`src/rtl/usb_pkg.sv`:
```
// Shared USB endpoint types: per-buffer state and data PID constants.
package usb_pkg;

    // Lifecycle of one packet buffer in the ping-pong pair.
    typedef enum logic [1:0] {
        BufFilling = 2'd0,
        BufReady   = 2'd1,
        BufSending = 2'd2
    } buf_state_e;

    localparam logic [3:0] PidData0 = 4'b0011;
    localparam logic [3:0] PidData1 = 4'b1011;

    // PID the engine should send for a given data toggle.
    function automatic logic [3:0] data_pid(input logic toggle);
        return toggle ? PidData1 : PidData0;
    endfunction

endpackage

```
`src/rtl/usb_ep_ram.sv`:
```
// Packet RAM for both endpoint buffers: one synchronous write port, one
// asynchronous read port. Address MSB selects the buffer.
module usb_ep_ram #(
    parameter int unsigned AW = 6
) (
    input  logic          clk,
    input  logic          we_i,
    input  logic [AW-1:0] waddr_i,
    input  logic [7:0]    wdata_i,
    input  logic [AW-1:0] raddr_i,
    output logic [7:0]    rdata_o
);
    logic [7:0] mem_q [2**AW];

    // Byte write from the fill side.
    always_ff @(posedge clk) begin
        if (we_i) begin
            mem_q[waddr_i] <= wdata_i;
        end
    end

    assign rdata_o = mem_q[raddr_i];

endmodule

```
`src/rtl/usb_in_ep_buffer.sv`:
```
// Double-buffered USB full-speed IN endpoint. The client fills one buffer
// while the protocol engine drains the other; owns DATA0/1 toggle, STALL
// and retransmission when the host does not ACK.
module usb_in_ep_buffer
    import usb_pkg::*;
#(
    parameter int unsigned MAX_PKT = 32,
    parameter int unsigned PW      = $clog2(MAX_PKT) + 1
) (
    input  logic       clk,
    input  logic       reset,
    input  logic       in_ep_req,
    output logic       in_ep_grant,
    output logic       in_ep_data_free,
    input  logic       in_ep_data_put,
    input  logic [7:0] in_ep_data,
    input  logic       in_ep_data_done,
    input  logic       in_ep_stall,
    output logic       in_ep_acked,
    input  logic       setup_token,
    input  logic       in_token,
    output logic       tx_pkt_ready,
    output logic       tx_stall,
    output logic       tx_data_avail,
    input  logic       tx_data_get,
    output logic [7:0] tx_data,
    output logic       tx_data_toggle,
    input  logic       tx_acked
);
    localparam logic [PW-1:0] MaxLen = PW'(MAX_PKT);

    buf_state_e    state_q [2];
    buf_state_e    state_d [2];
    logic [PW-1:0] len_q [2];
    logic [PW-1:0] len_d [2];
    logic          fill_sel_q, fill_sel_d;
    logic          send_sel_q, send_sel_d;
    logic [PW-1:0] rd_ptr_q, rd_ptr_d;
    logic          toggle_q, toggle_d;
    logic          stall_q, stall_d;
    logic          acked_q, acked_d;
    logic          grant_q;

    logic          fill_filling, put_ok, fill_close;
    logic          send_active, get_ok, ack_ok, flush;
    logic [PW-1:0] fill_cur_len, fill_len, send_len;
    logic [7:0]    ram_rdata;

    assign fill_cur_len    = len_q[fill_sel_q];
    assign send_len        = len_q[send_sel_q];
    assign fill_filling    = (state_q[fill_sel_q] == BufFilling);
    assign in_ep_data_free = fill_filling && (fill_cur_len < MaxLen);
    assign put_ok          = in_ep_data_put && in_ep_data_free;
    assign fill_len        = fill_cur_len + PW'(put_ok);
    // Close on explicit done, or when the byte landing now fills the buffer.
    assign fill_close      = fill_filling && (in_ep_data_done || (put_ok && fill_len == MaxLen));

    assign send_active   = (state_q[send_sel_q] == BufReady) ||
                           (state_q[send_sel_q] == BufSending);
    assign tx_pkt_ready  = !stall_q && send_active;
    assign tx_data_avail = tx_pkt_ready && (rd_ptr_q < send_len);
    assign get_ok        = tx_data_avail && tx_data_get;
    assign ack_ok        = !stall_q && tx_acked && (state_q[send_sel_q] == BufSending);
    assign flush         = stall_q || in_ep_stall || setup_token;

    assign tx_data        = tx_data_avail ? ram_rdata : 8'h00;
    assign tx_stall       = stall_q;
    assign tx_data_toggle = toggle_q;
    assign in_ep_acked    = acked_q;
    assign in_ep_grant    = grant_q;

    usb_ep_ram #(
        .AW(PW)
    ) u_ram (
        .clk     (clk),
        .we_i    (put_ok),
        .waddr_i ({fill_sel_q, fill_cur_len[PW-2:0]}),
        .wdata_i (in_ep_data),
        .raddr_i ({send_sel_q, rd_ptr_q[PW-2:0]}),
        .rdata_o (ram_rdata)
    );

    // Next-state for buffers, pointers, toggle and stall.
    always_comb begin
        state_d    = state_q;
        len_d      = len_q;
        fill_sel_d = fill_sel_q;
        send_sel_d = send_sel_q;
        rd_ptr_d   = rd_ptr_q;
        toggle_d   = toggle_q;
        stall_d    = stall_q;
        acked_d    = 1'b0;

        if (fill_close) begin
            state_d[fill_sel_q] = BufReady;
            len_d[fill_sel_q]   = fill_len;
            fill_sel_d          = ~fill_sel_q;
        end else if (put_ok) begin
            len_d[fill_sel_q] = fill_len;
        end

        if (get_ok) begin
            rd_ptr_d = rd_ptr_q + PW'(1);
        end

        // A token while already SENDING means the host missed our data: rewind.
        if (in_token && tx_pkt_ready) begin
            state_d[send_sel_q] = BufSending;
            rd_ptr_d            = '0;
        end

        // ACK always targets the SENDING buffer, never the one being filled.
        if (ack_ok) begin
            state_d[send_sel_q] = BufFilling;
            len_d[send_sel_q]   = '0;
            send_sel_d          = ~send_sel_q;
            rd_ptr_d            = '0;
            toggle_d            = ~toggle_q;
            acked_d             = 1'b1;
        end

        if (flush) begin
            state_d[0] = BufFilling;
            state_d[1] = BufFilling;
            len_d[0]   = '0;
            len_d[1]   = '0;
            fill_sel_d = 1'b0;
            send_sel_d = 1'b0;
            rd_ptr_d   = '0;
        end

        // Data stage after SETUP always starts with DATA1.
        if (setup_token) begin
            stall_d  = 1'b0;
            toggle_d = 1'b1;
        end
        if (in_ep_stall) begin
            stall_d = 1'b1;
        end
    end

    // State registers with synchronous reset.
    always_ff @(posedge clk) begin
        if (reset) begin
            state_q[0] <= BufFilling;
            state_q[1] <= BufFilling;
            len_q[0]   <= '0;
            len_q[1]   <= '0;
            fill_sel_q <= 1'b0;
            send_sel_q <= 1'b0;
            rd_ptr_q   <= '0;
            toggle_q   <= 1'b0;
            stall_q    <= 1'b0;
            acked_q    <= 1'b0;
            grant_q    <= 1'b0;
        end else begin
            state_q    <= state_d;
            len_q      <= len_d;
            fill_sel_q <= fill_sel_d;
            send_sel_q <= send_sel_d;
            rd_ptr_q   <= rd_ptr_d;
            toggle_q   <= toggle_d;
            stall_q    <= stall_d;
            acked_q    <= acked_d;
            grant_q    <= in_ep_req;
        end
    end

endmodule
```
`config.mk`:
```
export PLATFORM = sky130hd
export DESIGN_NAME = usb_in_ep_buffer
export DESIGN_NICKNAME = d
export VERILOG_FILES = /design/src/rtl/usb_pkg.sv /design/src/rtl/usb_ep_ram.sv /design/src/rtl/usb_in_ep_buffer.sv
export SDC_FILE = /design/constraint.sdc
export NUM_CORES = 1
export LEC_CHECK = 0
export ABC_CLOCK_PERIOD_IN_PS = 8300
export CAP_MARGIN = 40
export CORE_MARGIN = 2
export CORE_UTILIZATION = 28
export DETAILED_ROUTE_END_ITERATION = 16
export GPL_TIMING_DRIVEN = 0
export SKIP_CTS_REPAIR_TIMING = 1
export SYNTH_ARGS = -nofsm -noshare
export SYNTH_HDL_FRONTEND = slang
export SYNTH_HIERARCHICAL = 1
export SYNTH_SLANG_ARGS = --single-unit
```
`constraint.sdc`:
```
create_clock -name clk -period 8.3 [get_ports clk]
set_input_delay 1.245 -clock clk [delete_from_list [all_inputs] [get_ports clk]]
set_output_delay 1.245 -clock clk [all_outputs]
set_load 0.05 [all_outputs]
```
==> metrics.cfg <==
[placement]
pre_cts_ws_ns = 3.012
numPortBuffers = 32
dp.cells = 2221
dp_hpwl_um = 36950
gp_congestion = 0.8566
dpl_cell_area_um2 = 23640

[clocking]
cts_buffers = 56
clockRootBuffer = clkbuf_16
cts_num_sinks = 540
htree_levels = 2
clk_path_buf_depth = 3
cts_tree = yes
clk_pin_slew_worst_paths_ns = 0.06
clk_latency_ns = 0.64

[layout]
area_delta_synth_final_pct = 17.34
fin_area_um2 = 25520
area.sequential_um2 = 15940
multi_input_area_um2 = 5433
fill_cells = 7289
drive_above_1_share = 0.2442
nNetsFinal = 1266
fin_cells = 2326
final_util = 0.3305
num_antenna_cells = 0

[sta]
fmax_ghz = 0.1678
fin_skew_ns = 0.03726
setup_violations = 0
report.final.slew_viol_count = 0
tns_ns = 0
worst_pin_slew_ns = 0.9305
layout_setup_ws_ns = 2.341
fin_crit_sh = 0.7179
rsz0062_at_grt = no
layout_min_cycle_time_ns = 5.959
relSlewSlack = 0.3774
hold_viol_final = 0

[worst_setup_path]
worstSetupPathType = reg -> out
crit_required_ns = 7.05
rr_endpoint = len_q[8]
cp.arrival_ns = 4.71
reg2reg_slack_ns = 4.30
cp_max_fo = 12
worst_setup_path_end_kind = output pin
startpoint_type = flop
crit_path_start = send_sel_q
r2r_cells = 12
rr_startpoint = fill_sel_q
cp-endpoint = tx_data[7]

[synthesis]
yosysWarnings = 6
ys_seq_area_frac = 0.7327
synth_most_common_cell = edfxtp_1
ys.flop_type = edfxtp_1
synth_fp_nets = 1149
synth.top_cells.by_count = 512 x edfxtp_1, 126 x mux4_2, 99 x nor2_1
ys_types = 62
netlist_instances = 1122
syn_area_um2 = 21750
syn_avg_cell_area_um2 = 19.38
synth_top_area_frac = 0.7069
synth_top_area_cell = edfxtp_1
ys_seq_elements = 540
synth-edff-count = 512
synth_area_leaders = edfxtp_1 71%, mux4_2 13%, dfxtp_1 2.6%, mux2i_1 1.9%, nor2_1 1.7%
async_reset_ff_frac = 0

[floorplan]
core-area_um2 = 77210
num_io_pins = 33
initial_core_util = 0.2817
die_h_um = 282.7
rows = 102
die_area_um2 = 79920
die_width_um = 282.7

[run_status]
status = finished clean

[pwr]
switching_share = 0.2047
internal_power_mw = 4.466
power_frac_seq = 0.532
cellPowerDensity_nw_per_um2 = 220.0
p_leak_nw = 7.584
power_frac_comb = 0.018
p_sw_mw = 1.149
vdd_drop_max_mv = 0.1906
p_clk_frac = 0.450

[flow_run]
cap_violations = 0

[detailed_routing]
routedWlPerCell_um = 23.28
num_vias = 11597
first_iter_violations = 1421
via_per_inst = 4.986
dr.pass1.iters = 5
drc = 0
ant_nets = 0
routed_wl_um = 54150

[global_route]
grt_use_total = 0.1362
grt_pass1_vias = 11487
grt_pass1_wl_um = 78400
overflow = 0
antenna_found_initial = 1
grt_max_degree = 45

[hold_path]
holdCritPathClass = reg -> reg

-- cells in the final DEF (no fill, tap or decap), drive strengths merged, types with 9 or more instances in the layout --
cell type	netlist	layout
a21oi	17	17
and2	11	11
buf	37	72
clkbuf	19	82
clkdlybuf4s50	0	24
clkinv	0	30
dfxtp	28	28
edfxtp	512	512
ha	9	9
inv	10	11
mux2	17	17
mux2i	43	43
mux4	126	126
nand2	22	22
nand3	18	18
nor2	99	99
nor2b	17	17
nor3	11	11
o21ai	13	13
-- metrics by stage --
step           hold WS [ns]  power (mW)
2_1_floorplan        0.4562       3.075
3_3_place_gp         0.4766       3.143
3_5_place_dp         0.4840       3.148
4_1_cts              0.4925       5.663
5_1_grt              0.5023       5.778
6_report             0.4899       5.615
-- flip-flops by register name (all words and copies together) (netlist names) --
name and count:
u_ram/mem_q 512, len_q 12, rd_ptr_q 6, state_q 4, fill_sel_q 1, in_ep_acked 1, in_ep_grant 1, send_sel_q 1
tx_data_toggle 1, tx_stall 1
-- critical path, cell delays in order, from the launching register on --
cell             delay [ns]
dfxtp_1                0.79
buf_1                  0.59
mux2i_1                0.30
ha_1                   0.26
o21a_1                 0.11
o211ai_1               0.16
a21oi_1                0.15
nor4_2                 0.36
buf_4                  0.26
and2_1                 0.27
clkdlybuf4s50_1        0.85
-- cell type report --
class / instances / area share
sequential: 540 / 0.6244
multi-input combinational: 516 / 0.2129
clock buffer: 63 / 0.05677
tap: 1040 / 0.05099
timing repair buffer: 59 / 0.02299
clock inverter: 42 / 0.01682
buffer: 56 / 0.01373
inverter: 10 / 0.001471
-- layer usage --
layer	track usage	share of wire	vias to the layer above
met3	0.03194	0.092	89
met4	0.03826	0.024	0
met1	0.1938	0.43	6127
met2	0.2084	0.45	516
met5	0	0	-
li1	-	-	4865
-- power groups by stage --
stage / Combinational (mW) / Clock [mW] / Sequential, mW
2_1_floorplan: 0.0278 / 0 / 3.05
3_3_place_gp: 0.0927 / 0 / 3.05
3_5_place_dp: 0.105 / 0 / 3.04
4_1_cts: 0.105 / 2.57 / 2.99
5_1_grt: 0.112 / 2.68 / 2.98
6_report: 0.104 / 2.53 / 2.99
-- worst min path at each step --
stage / startpoint / to / slack, ns / cells past startpoint
final: rd_ptr_q[5] / rd_ptr_q[5] / 0.49 / 2
after global routing: rd_ptr_q[5] / rd_ptr_q[5] / 0.50 / 2
after CTS: rd_ptr_q[5] / rd_ptr_q[5] / 0.49 / 2
after global placement: rd_ptr_q[5] / rd_ptr_q[5] / 0.48 / 2
after floorplan: rd_ptr_q[5] / rd_ptr_q[5] / 0.46 / 2
after detailed placement: rd_ptr_q[5] / rd_ptr_q[5] / 0.48 / 2
-- logic make-up (layout without fill, tap and decap cells) --
family                     count (synthesis)  after routing  share of synthesized area
AOI/OAI and AO/OA                        101            101                    0.03457
xor gates and xnor gates                   4              4                   0.001611
adders and majority gates                  9              9                   0.005178
buffers and inverters                     66            230                    0.01783
DFF                                      540            540                     0.7327
muxes                                    186            186                     0.1600
and+or+nand+nor                          216            216                    0.04815
Note: power is estimated with default switching activity, not from simulation.
